===== src/rtl/vga_mem_arbiter.sv =====
`default_nettype none
// ============================================================================
// Module      : vga_mem_arbiter
// Description : Single-port framebuffer RAM arbiter. The display read path
//               always wins. A 4-deep write FIFO comes next, and a frame-clear
//               engine uses the cycles that are left over.
// Revision    : 1.0 - initial release
// ============================================================================
module vga_mem_arbiter #(
    parameter int H_VISIBLE    = 640,
    parameter int V_VISIBLE    = 480,
    parameter int ADDR_W       = 19,
    parameter int STARVE_LIMIT = 800
) (
    input  logic              pixelClock,
    input  logic              reset,
    input  logic              dispReq,
    input  logic [ADDR_W-1:0] dispAddr,
    output logic [23:0]       dispData,
    output logic              dispValid,
    input  logic              wrValid,
    output logic              wrReady,
    input  logic [ADDR_W-1:0] wrAddr,
    input  logic [23:0]       wrData,
    input  logic              clearStart,
    input  logic [23:0]       clearColor,
    output logic              clearBusy,
    output logic              clearDone,
    output logic [2:0]        fifoLevel,
    output logic              starved,
    output logic              memEn,
    output logic              memWe,
    output logic [ADDR_W-1:0] memAddr,
    output logic [23:0]       memWdata,
    input  logic [23:0]       memRdata
);

    localparam int                c_PIXELS_I = H_VISIBLE * V_VISIBLE;
    localparam logic [ADDR_W:0]   c_PIXELS   = (ADDR_W+1)'(c_PIXELS_I);
    localparam logic [ADDR_W-1:0] c_LAST     = ADDR_W'(c_PIXELS_I - 1);
    localparam logic [ADDR_W-1:0] c_ADDR_ONE = ADDR_W'(1);
    localparam int                c_CNT_W    = $clog2(STARVE_LIMIT + 1);
    localparam logic [c_CNT_W-1:0] c_STARVE  = c_CNT_W'(STARVE_LIMIT);
    localparam logic [c_CNT_W-1:0] c_CNT_ONE = c_CNT_W'(1);
    localparam int                c_ENTRY_W  = ADDR_W + 24;

    typedef enum logic [1:0] {
        IDLE  = 2'd0,
        DRAIN = 2'd1,
        CLEAR = 2'd2
    } state_t;

    state_t               r_state;
    logic [ADDR_W-1:0]    r_clearAddr;
    logic [23:0]          r_color;
    logic                 r_clearDone;

    logic [c_ENTRY_W-1:0] r_fifo [4];
    logic [1:0]           r_wrPtr;
    logic [1:0]           r_rdPtr;
    logic [2:0]           r_level;
    logic [c_CNT_W-1:0]   r_starveCnt;

    logic                 r_memEn;
    logic                 r_memWe;
    logic [ADDR_W-1:0]    r_memAddr;
    logic [23:0]          r_memWdata;

    logic                 r_dv1;
    logic                 r_dv2;
    logic                 r_dispValid;
    logic [23:0]          r_dispData;

    logic [c_ENTRY_W-1:0] w_head;
    logic [ADDR_W-1:0]    w_headAddr;
    logic [23:0]          w_headData;
    logic                 w_nonEmpty;
    logic                 w_headOob;
    logic                 w_pop;
    logic                 w_grHead;
    logic                 w_grClear;
    logic                 w_wrReady;
    logic                 w_push;

    // Head decode and grant decision from this cycle's inputs and state
    assign w_head     = r_fifo[r_rdPtr];
    assign w_headAddr = w_head[c_ENTRY_W-1:24];
    assign w_headData = w_head[23:0];
    assign w_nonEmpty = (r_level != 3'd0);
    assign w_headOob  = ({1'b0, w_headAddr} >= c_PIXELS);
    // An out-of-range head is popped without a RAM access, so the clear
    // engine may use that cycle.
    assign w_pop      = !dispReq && w_nonEmpty;
    assign w_grHead   = w_pop && !w_headOob;
    assign w_grClear  = (r_state == CLEAR) && !dispReq && !w_grHead;
    assign w_wrReady  = (r_level < 3'd4) && (r_state == IDLE) && !reset;
    assign w_push     = wrValid && w_wrReady;

    // FIFO payload storage; contents need no reset because the level gates them
    always_ff @(posedge pixelClock) begin
        if (w_push) begin
            r_fifo[r_wrPtr] <= {wrAddr, wrData};
        end
    end

    // FIFO pointers and occupancy
    always_ff @(posedge pixelClock) begin
        if (reset) begin
            r_wrPtr <= 2'd0;
            r_rdPtr <= 2'd0;
            r_level <= 3'd0;
        end else begin
            if (w_push) begin
                r_wrPtr <= r_wrPtr + 2'd1;
            end
            if (w_pop) begin
                r_rdPtr <= r_rdPtr + 2'd1;
            end
            case ({w_push, w_pop})
                2'b10:   r_level <= r_level + 3'd1;
                2'b01:   r_level <= r_level - 3'd1;
                default: r_level <= r_level;
            endcase
        end
    end

    // Starvation counter: counts denied head cycles and saturates at the limit
    always_ff @(posedge pixelClock) begin
        if (reset) begin
            r_starveCnt <= '0;
        end else if (!w_nonEmpty || w_pop) begin
            r_starveCnt <= '0;
        end else if (r_starveCnt != c_STARVE) begin
            r_starveCnt <= r_starveCnt + c_CNT_ONE;
        end
    end

    // Registered RAM command for the winner of this cycle
    always_ff @(posedge pixelClock) begin
        if (reset) begin
            r_memEn    <= 1'b0;
            r_memWe    <= 1'b0;
            r_memAddr  <= '0;
            r_memWdata <= 24'd0;
        end else begin
            r_memEn <= dispReq || w_grHead || w_grClear;
            r_memWe <= !dispReq && (w_grHead || w_grClear);
            if (dispReq) begin
                r_memAddr <= dispAddr;
            end else if (w_grHead) begin
                r_memAddr  <= w_headAddr;
                r_memWdata <= w_headData;
            end else if (w_grClear) begin
                r_memAddr  <= r_clearAddr;
                r_memWdata <= r_color;
            end
        end
    end

    // Display return pipeline: command, RAM read, then registered pixel
    always_ff @(posedge pixelClock) begin
        if (reset) begin
            r_dv1       <= 1'b0;
            r_dv2       <= 1'b0;
            r_dispValid <= 1'b0;
            r_dispData  <= 24'd0;
        end else begin
            r_dv1       <= dispReq;
            r_dv2       <= r_dv1;
            r_dispValid <= r_dv2;
            if (r_dv2) begin
                r_dispData <= memRdata;
            end
        end
    end

    // Clear sequencer: wait for the FIFO to drain, then sweep every pixel
    always_ff @(posedge pixelClock) begin
        if (reset) begin
            r_state     <= IDLE;
            r_clearAddr <= '0;
            r_color     <= 24'd0;
            r_clearDone <= 1'b0;
        end else begin
            r_clearDone <= 1'b0;
            case (r_state)
                IDLE: begin
                    if (clearStart) begin
                        r_state <= DRAIN;
                        r_color <= clearColor;
                    end
                end
                DRAIN: begin
                    if (!w_nonEmpty) begin
                        r_state     <= CLEAR;
                        r_clearAddr <= '0;
                    end
                end
                CLEAR: begin
                    if (w_grClear) begin
                        if (r_clearAddr == c_LAST) begin
                            r_state     <= IDLE;
                            r_clearDone <= 1'b1;
                        end else begin
                            r_clearAddr <= r_clearAddr + c_ADDR_ONE;
                        end
                    end
                end
                default: r_state <= IDLE;
            endcase
        end
    end

    assign dispData  = r_dispData;
    assign dispValid = r_dispValid;
    assign wrReady   = w_wrReady;
    assign clearBusy = (r_state != IDLE);
    assign clearDone = r_clearDone;
    assign fifoLevel = r_level;
    assign starved   = (r_starveCnt == c_STARVE);
    assign memEn     = r_memEn;
    assign memWe     = r_memWe;
    assign memAddr   = r_memAddr;
    assign memWdata  = r_memWdata;

endmodule
`default_nettype wire


===== config.mk =====
export PLATFORM = sky130hd
export DESIGN_NAME = vga_mem_arbiter
export DESIGN_NICKNAME = d
export VERILOG_FILES = /design/src/rtl/vga_mem_arbiter.sv
export SDC_FILE = /design/constraint.sdc
export NUM_CORES = 1
export LEC_CHECK = 0
export BUFFER_PORTS_ARGS = -buffer_cell sky130_fd_sc_hd__buf_2
export CORE_ASPECT_RATIO = 1.2
export CORE_MARGIN = 4
export CORE_UTILIZATION = 54
export DETAILED_ROUTE_END_ITERATION = 6
export GPL_ROUTABILITY_DRIVEN = 0
export PLACE_DENSITY = 0.81
export SLEW_MARGIN = 10
export SYNTH_ARGS = -nofsm -noshare
export SYNTH_HDL_FRONTEND = slang
export SYNTH_SLANG_ARGS = --single-unit
export TNS_END_PERCENT = 1

===== constraint.sdc =====
create_clock -name pixelClock -period 3.7 [get_ports pixelClock]
set_input_delay 0.74 -clock pixelClock [delete_from_list [all_inputs] [get_ports pixelClock]]
set_output_delay 0.74 -clock pixelClock [all_outputs]
set_load 0.05 [all_outputs]

==> results of run 1 <==
## metrics by stage
stage,hold WS (ns),utilization,instance area [sq um]
final,0.392,0.651,14300
after global routing,0.381,0.651,14300
after CTS,0.372,0.651,14300
after detailed placement,0.444,0.611,13400
after global placement,0.420,0.611,13400
after floorplan,0.414,-,12200
## report_power, final
group,internal [mW],switching [mW]
clock,1.54,1.20
combinational,0.710,1.42
sequential,3.92,0.196
total,6.17,2.82
## worst paths after layout
| kind | from | end | slack (ns) | cells after the start |
|---|---|---|---|---|
| worst min-delay path | dispAddr[18] | memAddr[18] | 0.39 | 3 |
| worst max-delay path | r_starveCnt[5] | starved | 0.76 | 4 |
| worst max register to register | flop | memAddr[15] | 0.98 | 6 |
| worst min register to register | memAddr[9] | memAddr[9] | 0.45 | 2 |
## synth_stat cells (4+ instances only)
cell type / n
o211ai_1: 5
nor2b_1: 9
mux4_2: 43
a311oi_1: 26
nand2_1: 154
a22oi_1: 13
o21ai_0: 27
nand2b_1: 4
or4_1: 6
xor2_1: 10
clkbuf_1: 40
or3_1: 7
nand3b_1: 5
ha_1: 8
nor2_1: 84
buf_2: 9
inv_1: 16
edfxtp_1: 172
mux2i_1: 31
a21oi_1: 46
and3_1: 13
nand3_1: 22
dfxtp_1: 137
nor3_1: 9
a31oi_1: 7
buf_1: 5
## logic make-up after synthesis
kind of cell | after synthesis | synth area share
compound gates | 141 | 0.0766
xor+xnor | 13 | 0.00936
fa+ha+maj | 9 | 0.00987
buf+inv | 73 | 0.0260
flops | 309 | 0.650
mux | 74 | 0.105
simple gates | 333 | 0.123
## state kept, by name (all words and copies together) (netlist names), named ones only
name / cells
r_dv1: 1
memWdata: 24
r_starveCnt: 10
r_dv2: 1
clearDone: 1
r_state: 2
r_clearAddr: 19
memWe: 1
r_wrPtr: 2
fifoLevel: 3
dispValid: 1
memAddr: 19
dispData: 24
memEn: 1
r_rdPtr: 2
r_fifo: 172
r_color: 24
## layer usage
metal | vias to the layer above | track usage | wire length [um]
met3 | 59 | 0.0433 | 2240
met5 | - | 0 | 14
li1 | 3856 | - | -
met2 | 363 | 0.387 | 14300
met1 | 3988 | 0.275 | 10900
met4 | 4 | 0.0860 | 851
## final cells by class
class | instances | area [sq um]
Sequential cell | 309 | 7910
Fill cell | 1599 | 7650
Multi-Input combinational cell | 570 | 3960
Timing Repair Buffer | 206 | 1120
Clock buffer | 42 | 785
Tap cell | 274 | 343
Clock inverter | 12 | 82.6
Inverter | 16 | 60.1
Antenna cell | 2 | 5.00
## worst max-delay path, stage by stage (launching register included)
cell     delay [ns]
dfxtp_1        0.38
nor4b_1        0.25
nand3_1        0.13
nor4b_2        0.52
buf_2          0.37
## placed cells by master, fill, tap and decap left out, drive strengths merged, types with 13 or more instances in the layout
cell type,netlist,layout
buf,17,206
mux2i,31,31
nand2,155,155
edfxtp,172,172
and3,13,13
nand3,22,22
dfxtp,137,137
a22oi,13,13
clkbuf,40,42
a311oi,26,26
inv,16,17
a21oi,48,48
mux4,43,43
o21ai,29,29
nor2,86,86
==> run_results.csv, run 1 <==
group,metric,value,unit
global_route,track_usage,0.221,
cells_and_area,final_cells,1431,
outcome,status,"completed",
timing,setup_viol,0,
clocking,cts_root_buf,"clkbuf_16",
synthesis,synth_flop_cell,"edfxtp_1",
setup_path,critPathKind,"reg2out",
global_route,grt_pass1_wl,44.0,mm
cells_and_area,drive_gt1_frac,0.263,
setup_path,worstPathRequired,2.96,ns
floorplanning,rows,59,
timing,max-slew-margin-rel,0.285,
cells_and_area,num-nets-final,1256,
floorplanning,fp.dieW,145,um
timing,setup_tns,0,ns
cells_and_area,area_growth,17.3,%
clocking,post_cts_buffers,0,
flow_run,cap_violations,0,
clocking,clk_pin_slew,0.06,ns
clocking,numCtsBuffers,29,
floorplanning,fp.dieH,172,um
floorplanning,num_io_pins,192,
setup_path,cp-start-kind,"flop",
floorplanning,core_area,21900,sq um
route,drc,0,
worst_hold_path,hold_class,"in2reg",
timing,min_period,2.94,ns
synthesis,yosys_warnings,0,
route,drt_iter0_drc,675,
synthesis,seq_area_frac_synth,0.650,
setup_path,critPathCaptureType,"output port",
synthesis,synth_top_cell_area_share,0.425,
route,routed_via_density,5.78,
synthesis,synth_edf_count,172,
synthesis,synth_cell_types,54,
synthesis,syn_area,12200,sq um
power,peakVddDrop,0.422,mV
placement,io_buffers,191,
global_route,grt_overflow,0,
synthesis,synthCells,952,
route,antenna_left,0,
placement,post-place-ws,0.784,ns
timing,skew,0.00520,ns
placement,placed_cells,1375,
timing,worst_slew_pin_slew,1.07,ns
global_route,grt_pass1_vias,8246,
clocking,cts_resized,0,
route,vias,8270,
global_route,grt_max_degree,89,
clocking,htree_levels,1,
power,p_leak,5.16,nW
floorplanning,start_util,0.555,
timing,rsz0062_at_grt,"no",
synthesis,syn_nets,1076,
setup_path,cp_max_fo,5,
clocking,insertion_delay,0.54,ns
power,power_density,630,nW/um^2
timing,slew_viol_final,0,
clocking,clk_path_buf_depth,3,
placement,dp_hpwl,18.4,mm
power,total_power,8.98,mW
timing,layout_setup_ws,0.764,ns
route,wl_per_cell,19.7,um
timing,hold_viol_final,0,
clocking,cts_sinks,309,
clocking,cts_tree,"done",
synthesis,ys_seq_elements,309,
synthesis,yosysTopAreaCell,"edfxtp_1",
timing,fmax,0.341,GHz
route,wl,28.2,mm
timing,fin_crit_sh,0.794,
global_route,grt_antenna_before_repair,5,
synthesis,synth_area_leaders,"edfxtp_1, dfxtp_1, mux4_2",
synthesis,async_reset_ff_frac,0,
setup_path,cp.arrival,2.20,ns
clocking,cts_hold_buf,0,
route,dr.pass1.iters,5,
synthesis,avgSynthCellArea,12.8,sq um
floorplanning,dieArea,25000,sq um
Power figures use the tool's default switching activity.
==> inputs of run 2 (changes only) <==
- ABC_AREA: not set -> 1
- PLACE_DENSITY: 0.81 -> 0.8
- clock period: 3.7 -> 3.04 ns (I/O delays scaled with it)
==> run 2 against run 1 <==
Net effect: largest power group unchanged; final area up 7.2%; sequential share of layout area down 3.7 points; total power up 45%; highest routed layer unchanged; final cell count up 35%; critical path depth up 8; largest cell class unchanged.
==> run_results.csv, run 2 <==
group,metric,value,unit
outcome,status,"completed",
clocking,post_cts_buffers,0,
route,antenna_left,0,
route,wl,32.6,mm
global_route,grt_pass1_wl,50.9,mm
flow_run,cap_violations,0,
power,power_density,853,nW/um^2
timing,min_period,2.51,ns
clocking,numCtsBuffers,30,
timing,fmax,0.398,GHz
synthesis,synth_commonest_cells,"nand2_1, nor2_1, edfxtp_1, o21ai_0",
clocking,cts_tree,"done",
floorplanning,fp.dieH,177,um
synthesis,synth_cell_types,34,
setup_path,cp-start-kind,"flop",
floorplanning,num_io_pins,192,
cells_and_area,largest_register_ffs,172,
setup_path,critPathKind,"reg2reg",
clocking,insertion_delay,0.55,ns
power,pwr-share-comb,0.292,
synthesis,synth_top_cell_area_share,0.402,
synthesis,synth_most_common_cell,"nand2_1",
synthesis,async_reset_ff_frac,0,
clocking,htree_levels,1,
route,drt_iter0_drc,1061,
cells_and_area,layout_common_cells,"nand2_1, nor2_1, buf_2, edfxtp_1, o21ai_0",
floorplanning,fp.dieW,149,um
timing,setup_viol,0,
timing,layout_setup_ws,0.530,ns
timing,worst_slew_pin_slew,0.851,ns
cells_and_area,regMostFlops,"r_fifo",
synthesis,syn_nets,1544,
synthesis,synth_edf_count,172,
placement,dp_hpwl,21.3,mm
cells_and_area,n_fill_cell,1780,
cells_and_area,drive_gt1_frac,0.184,
global_route,grt_pass1_vias,10300,
timing,setup_tns,0,ns
cells_and_area,final_area,15300,sq um
clocking,clk_path_buf_depth,3,
floorplanning,start_util,0.552,
cells_and_area,num-nets-final,1723,
power,clkPwrFrac,0.308,
clocking,cts_resized,0,
placement,io_buffers,191,
timing,slew_viol_final,0,
global_route,grt_antenna_before_repair,2,
timing,rsz0062_at_grt,"no",
placement,post-place-ws,0.630,ns
setup_path,cp.arrival,2.98,ns
power,p_leak,6.45,nW
cells_and_area,area_growth,19.1,%
timing,fin_crit_sh,0.826,
power,p_sw_frac,0.356,
synthesis,synth_flop_cell,"edfxtp_1",
synthesis,synth_area_leaders,"edfxtp_1, dfxtp_1, nand2_1",
floorplanning,rows,61,
route,drc,0,
cells_and_area,mostFrequentLayoutCell,"nand2_1",
power,p_int,8.41,mW
clocking,cts_sinks,309,
clocking,clk_pin_slew,0.07,ns
setup_path,critPathCaptureType,"flop",
power,power.switching,4.64,mW
setup_path,cp_max_fo,20,
worst_hold_path,hold_class,"in2reg",
global_route,grt_overflow,0,
floorplanning,core_area,23300,sq um
route,wl_per_cell,16.8,um
timing,skew,0.0106,ns
synthesis,yosysTopAreaCell,"edfxtp_1",
synthesis,yosys_warnings,0,
power,seq_power_share,0.400,
placement,place_area,14200,sq um
setup_path,cp_common_cell,"nand2_1",
clocking,cts_root_buf,"clkbuf_16",
setup_path,crit_chain,"buf_4 -> nand3_1 -> nand2_1 -> nand2_1 -> nor2_1 -> nand2_1 -> nand3_4 -> nand3_1 -> buf_12 -> o21ai_0 -> inv_1 -> a21oi_1",
power,peakVddDrop,0.536,mV
floorplanning,dieArea,26300,sq um
global_route,grt_max_degree,59,
clocking,cts_hold_buf,0,
synthesis,seq_area_frac_synth,0.616,
setup_path,worstPathRequired,3.51,ns
synthesis,avgSynthCellArea,9.05,sq um
route,dr.pass1.iters,5,
synthesis,ys_seq_elements,309,
route,vias,10500,
synthesis,synthCells,1420,
timing,max-slew-margin-rel,0.432,
global_route,track_usage,0.238,
timing,hold_viol_final,0,
setup_path,crit_slowest_cell,"dfxtp_1",
setup_path,slowest_delay,0.48,ns
synthesis,syn_area,12800,sq um
route,routed_via_density,5.44,
## run 2: worst max-delay path, delay by kind of cell (launching register included)
| kind | cells | cell delay [ns] |
|---|---|---|
| compound gates | 2 | 0.31 |
| simple gates | 7 | 1.03 |
| flops | 1 | 0.48 |
| buf+inv | 3 | 0.61 |
## run 2: path summary, 6_finish.rpt
path	endpoint	cells after the start	start	slack [ns]
max	memAddr[5]	12	flop	0.53
min reg2reg	r_dv2	2	r_dv1	0.41
min	memAddr[18]	3	dispAddr[18]	0.25
max reg2reg	memAddr[5]	12	flop	0.53
## run 2: through the flow
step / power (mW) / util / cells / hold slack [ns]
after floorplan: 7.99 / - / 1420 / 0.388
after global placement: 8.94 / 0.610 / 1882 / 0.395
after detailed placement: 9.04 / 0.610 / 1882 / 0.404
after CTS: 13.1 / 0.657 / 1937 / 0.242
after global routing: 13.7 / 0.657 / 1937 / 0.254
final: 13.0 / 0.657 / 1938 / 0.250
## run 2: power by group through the flow
| stage | Sequential [mW] | Clock, mW | Combinational [mW] |
|---|---|---|---|
| floorplan | 5.78 | 0 | 2.21 |
| global placement | 5.27 | 0 | 3.66 |
| detailed placement | 5.29 | 0 | 3.75 |
| CTS | 5.20 | 4.08 | 3.78 |
| global route | 5.26 | 4.25 | 4.20 |
| finish | 5.22 | 4.02 | 3.81 |
## run 2: cell type report
type	count	area, sq um	share of cell area
Clock inverter	21	303	0.0198
Sequential cell	309	7910	0.517
Antenna cell	1	2.50	0.000164
Tap cell	315	394	0.0258
Inverter	150	563	0.0368
Clock buffer	34	786	0.0514
Timing Repair Buffer	218	1250	0.0815
Multi-Input combinational cell	890	4090	0.268
## run 2: cell families (layout without fill, tap and decap cells)
family	Yosys count	in the layout	synth area share
buffers and inverters	221	423	0.0691
adders and majority gates	9	9	0.00935
and+or+nand+nor	637	637	0.205
other	0	1	0
DFF	309	309	0.616
AOI/OAI and AO/OA	244	244	0.101
## run 2: per-layer routing
metal	global-route usage	routed length (um)
met1	0.303	13000
met2	0.411	16100
met3	0.0418	2540
met4	0.0881	936
met5	0	26
